**config.mk**
```make
export PLATFORM = sky130hd
export DESIGN_NAME = alu_datapath
export DESIGN_NICKNAME = d
export VERILOG_FILES = /design/src/rtl/alu_datapath.sv
export SDC_FILE = /design/constraint.sdc
export NUM_CORES = 1
export LEC_CHECK = 0
export BUFFER_PORTS_ARGS = -buffer_cell sky130_fd_sc_hd__buf_2
export CORE_ASPECT_RATIO = 0.6
export CORE_MARGIN = 2
export CORE_UTILIZATION = 55
export DETAILED_ROUTE_END_ITERATION = 12
export PLACE_DENSITY = 0.84
export SLEW_MARGIN = 20
export SYNTH_ARGS = -nofsm -noshare
export SYNTH_HDL_FRONTEND = slang
export SYNTH_SLANG_ARGS = --single-unit
```
**constraint.sdc**
```tcl
create_clock -name clk -period 3.1 [get_ports clk]
set_input_delay 0 -clock clk [delete_from_list [all_inputs] [get_ports clk]]
set_output_delay 0 -clock clk [all_outputs]
set_load 0.01 [all_outputs]
```
**src/rtl/alu_datapath.sv**
```systemverilog
// alu_datapath: 8-bit ALU datapath steered by a one-hot control word.
// Supports add/sub, Booth radix-2 signed multiply and non-restoring
// unsigned divide. Each control bit is one micro-operation. Status flags
// go back to the control unit, and results leave on outbus with a strobe.
module alu_datapath #(
  parameter int W = 8
) (
  input  logic          clk,
  input  logic          rst,
  input  logic [12:0]   c,
  input  logic [W-1:0]  inbus,
  output logic          q_0,
  output logic          q_min1,
  output logic          sign,
  output logic          cnt7,
  output logic [W-1:0]  outbus,
  output logic          out_valid
);

  localparam int CW = $clog2(W);

  localparam logic [1:0] OP_ADD = 2'd0;
  localparam logic [1:0] OP_MUL = 2'd1;
  localparam logic [1:0] OP_DIV = 2'd2;

  logic [W:0]    a;
  logic [W-1:0]  q;
  logic          qm1;
  logic [W:0]    m;
  logic [CW-1:0] cnt;
  logic          s;
  logic [1:0]    op;

  logic          load_sel;
  logic          alu_sel;
  logic          step_sel;
  logic          out_sel;
  logic          cnt_last;
  logic [W:0]    addend;
  logic [W:0]    alu_sum;
  logic [W:0]    corr_sum;

  // Resolve illegal combinations: loads beat c4, c4 beats the step ops, and outputs come last.
  always_comb begin
    load_sel = |c[3:0];
    alu_sel  = ~load_sel & c[4];
    step_sel = ~load_sel & ~c[4] & (|c[10:6]);
    out_sel  = ~load_sel & ~c[4] & ~(|c[10:6]) & (|c[12:11]);
  end

  // The 9-bit adder: c5 turns it into A - M through two's complement of M.
  always_comb begin
    addend   = c[5] ? ~m : m;
    alu_sum  = a + addend + {{W{1'b0}}, c[5]};
    corr_sum = a + m;
    cnt_last = (cnt == CW'(W - 1));
  end

  // Datapath registers. Each control bit performs one micro-operation.
  always_ff @(posedge clk or negedge rst) begin
    if (!rst) begin
      a   <= '0;
      q   <= '0;
      qm1 <= 1'b0;
      m   <= '0;
      cnt <= '0;
      s   <= 1'b0;
      op  <= OP_ADD;
    end else if (load_sel) begin
      if (c[0]) begin
        a  <= {inbus[W-1], inbus};
        op <= OP_ADD;
        s  <= 1'b0;
      end else if (c[1]) begin
        a   <= '0;
        q   <= inbus;
        qm1 <= 1'b0;
        op  <= OP_MUL;
        s   <= 1'b0;
      end else if (c[2]) begin
        a  <= {{W{1'b0}}, inbus[W-1]};
        q  <= {inbus[W-2:0], 1'b0};
        op <= OP_DIV;
        s  <= 1'b0;
      end else begin
        cnt <= '0;
        m   <= (op == OP_DIV) ? {1'b0, inbus} : {inbus[W-1], inbus};
      end
    end else if (alu_sel) begin
      a <= alu_sum;
    end else if (step_sel) begin
      if (c[6]) begin
        q[0] <= ~a[W];
        s    <= a[W];
      end else if (c[7]) begin
        {a, q, qm1} <= {a[W], a, q};
      end else if (c[8]) begin
        if (cnt_last) begin
          cnt <= '0;
        end else begin
          {a, q} <= {a[W-1:0], q, 1'b0};
          cnt    <= cnt + 1'b1;
        end
      end else if (c[9]) begin
        cnt <= cnt + 1'b1;
      end else begin
        a <= corr_sum;
      end
    end
  end

  // Result port. c11 gives the primary result and c12 gives the high byte or remainder.
  always_ff @(posedge clk or negedge rst) begin
    if (!rst) begin
      outbus    <= '0;
      out_valid <= 1'b0;
    end else if (out_sel) begin
      out_valid <= 1'b1;
      if (c[11] && (op != OP_ADD)) begin
        outbus <= q;
      end else begin
        outbus <= a[W-1:0];
      end
    end else begin
      out_valid <= 1'b0;
    end
  end

  assign q_0    = q[0];
  assign q_min1 = qm1;
  assign sign   = s;
  assign cnt7   = cnt_last;

endmodule

```
==> metrics.cfg <==
[floorplan]
core_sq_um=5700
die_w_microns=104
ios=36
die_h_microns=64.2
rows=21
initial_core_util=0.583
die-area_sq_um=6700

[clock_tree]
cts.htree.levels=2
cts_made_buffers=5
clock_path_buffers=2
tritoncts=yes
clockRootBuffer=clkbuf_8
clk_latency_ns=0.31
path_clk_slew_ns=0.10
clkSinkCount=42
postCtsSetupBuffers=0

[power]
intPower_uw=1080
p_switching_uw=692
cellPowerDensity_nw_per_um2=484
clkPwrFrac=0.225
seq_power_share=0.388
ir_drop_mv=0.300
p_leak_uw=0.00166
p_comb_frac=0.387
netSwitchingFraction=0.392
total_power_uw=1770

[timing]
setup_tns_ns=0
slew_violations=0
max_freq_mhz=373
slew_headroom=0.527
fin_crit_sh=0.864
worst_pin_slew_ns=0.708
skew_ns=0.0119
min_period_ns=2.68
setup-violations-final=0
rsz0062_at_grt=false
hold_violations=0

[cells_and_area]
fin_nets=432
fin_area_sq_um=3650
final_cell_mix=42 x dfrtp_1, 35 x buf_2, 33 x nand2_1, 29 x nor2_1, 26 x a21oi_1
multiInputGateArea_sq_um=2120
layout-drive-gt1-share=0.202
num_antenna_cells=0
final_common_cell=dfrtp_1
seq_area_sq_um=1050
synthToLayoutAreaGrowth_pct=9.86
final_util=0.640
nFillCells=473

[place]
io_buffers=35
gp_congestion=0.987
dpl_cell_area_sq_um=3500
place_hpwl_microns=6660

[synthesis]
syn_area_sq_um=3320
avgSynthCellArea_sq_um=9.18
synthFlopType=dfrtp_1
yosysWarnings=0
synth-edff-count=0
yosysTopAreaCell=dfrtp_1
syn-num-nets=404
seq_area_frac_synth=0.316
synth-seq-cells=42
synth_top_cell_area_share=0.316
synth.distinct_cells=60
synthCells=362
ys_async_sr_fraction=1.00
synth_area_leaders=dfrtp_1 32%, ha_1 6.4%, mux2_2 5.8%

[hold_path]
worstHoldEndpoint=m[5]$_DFFE_PN0P_
hold_path.startpoint=inbus[5]
hold_path_depth=2
min_path_type=in -> reg

[run]
drv_cap=0

[setup_path]
rr_worst_depth=9
worst-setup-path-type=reg -> reg
path_max_fanout=6
r2r_start=a[0]$_DFFE_PN0P_
crit_path_end_kind=flip-flop
cp_data_required_time_ns=3.28
reg2reg_slack_ns=0.42
start_kind=flip-flop
r2r_end=a[8]$_DFFE_PN0P_
cp.arrival_ns=2.86

[global_routing]
grt_util_all_layers=0.285
first_global_vias=2837
grt_pass1_wl_microns=14900
antenna_found_initial=0
grt_max_degree=43
overflow=0

[routing]
wirelength_microns=9100
dr_total_vias=2930
ant_nets=0
wl_per_cell_microns=19.3
dr.pass1.iters=7
drc=0
drt_iter0_markers=279
viasPerCell=6.22

[run_status]
status=finished, final reports clean

==> routing by layer <==
metal | global-route usage | share of wire | wire [microns]
met1 | 0.419 | 0.48 | 4350
met2 | 0.417 | 0.42 | 3850
met3 | 0.0806 | 0.091 | 831
met4 | 0.0541 | 0.0075 | 68
met5 | 0 | 0 | 0
==> cells in the mapped netlist (all sizes together) (6+ instances only) <==
cell type / number
nor2b: 11
nand3: 6
a211oi: 13
mux2i: 19
ha: 17
o21ai: 26
nor2: 31
a21oi: 26
mux2: 17
nand2: 33
xnor2: 8
xor2: 11
inv: 11
buf: 15
dfrtp: 42
a22oi: 6
nor3: 7
==> cell type report <==
class,count,area share
Clock inverter,3,0.00720
Multi-Input combinational cell,289,0.581
Clock buffer,5,0.0188
Inverter,11,0.0113
Tap cell,80,0.0274
Sequential cell,42,0.288
Timing Repair Buffer,41,0.0665
==> sequential cells by signal, indices dropped and copies added, names as in the netlist <==
register and count:
a 9, m 9, outbus 8, q 8, cnt 3, op 2, out_valid 1, q_min1 1
sign 1
==> power groups by stage <==
stage	sequential, uW	clock, uW	combinational, uW
3_3_place_gp	690	0	649
6_report	687	397	684
4_1_cts	684	399	670
3_5_place_dp	695	0	661
5_1_grt	695	422	757
2_1_floorplan	668	0	510
==> cells by family (layout without fill, tap and decap cells) <==
kind of cell / count (synthesis) / count (layout) / share of synthesized area
muxes: 36 / 36 / 0.115
and+or+nand+nor: 110 / 110 / 0.178
DFF: 42 / 42 / 0.316
xor gates and xnor gates: 19 / 19 / 0.0501
adders and majority gates: 19 / 19 / 0.0761
buffers and inverters: 31 / 60 / 0.0456
AOI/OAI and AO/OA: 105 / 105 / 0.219
==> worst max-delay path, cell delays in order (launching register included) <==
cell      delay [ns]
dfrtp_1         0.46
ha_1            0.22
inv_1           0.06
fa_1            0.38
nand2b_1        0.19
a211oi_1        0.44
mux2i_1         0.23
o311ai_0        0.19
a31oi_1         0.24
o221ai_1        0.13
==> worst max path at each step <==
stage,from,to,slack [ns]
2_1_floorplan,cnt[0]$_DFFE_PN0P_,a[7]$_DFFE_PN0P_,0.82
3_3_place_gp,a[0]$_DFFE_PN0P_,a[8]$_DFFE_PN0P_,0.60
3_5_place_dp,a[0]$_DFFE_PN0P_,a[8]$_DFFE_PN0P_,0.55
4_1_cts,a[0]$_DFFE_PN0P_,a[8]$_DFFE_PN0P_,0.50
5_1_grt,a[0]$_DFFE_PN0P_,a[8]$_DFFE_PN0P_,0.33
6_report,a[0]$_DFFE_PN0P_,a[8]$_DFFE_PN0P_,0.42
==> stage by stage <==
stage	hold slack [ns]	setup WS, ns	std cells
floorplan	-0.296	0.816	362
global placement	0.219	0.603	458
detailed placement	0.218	0.548	458
CTS	0.00687	0.496	470
global route	0.0186	0.329	471
finish	0.0190	0.422	471
==> what timing repair did <==
| action | in CTS | in global routing |
|---|---|---|
| endpoints found under the hold margin | 45 | 0 |
| hold buffers | 4 | 0 |
| gates resized for setup | 0 | 0 |
Power figures use the tool's default switching activity.
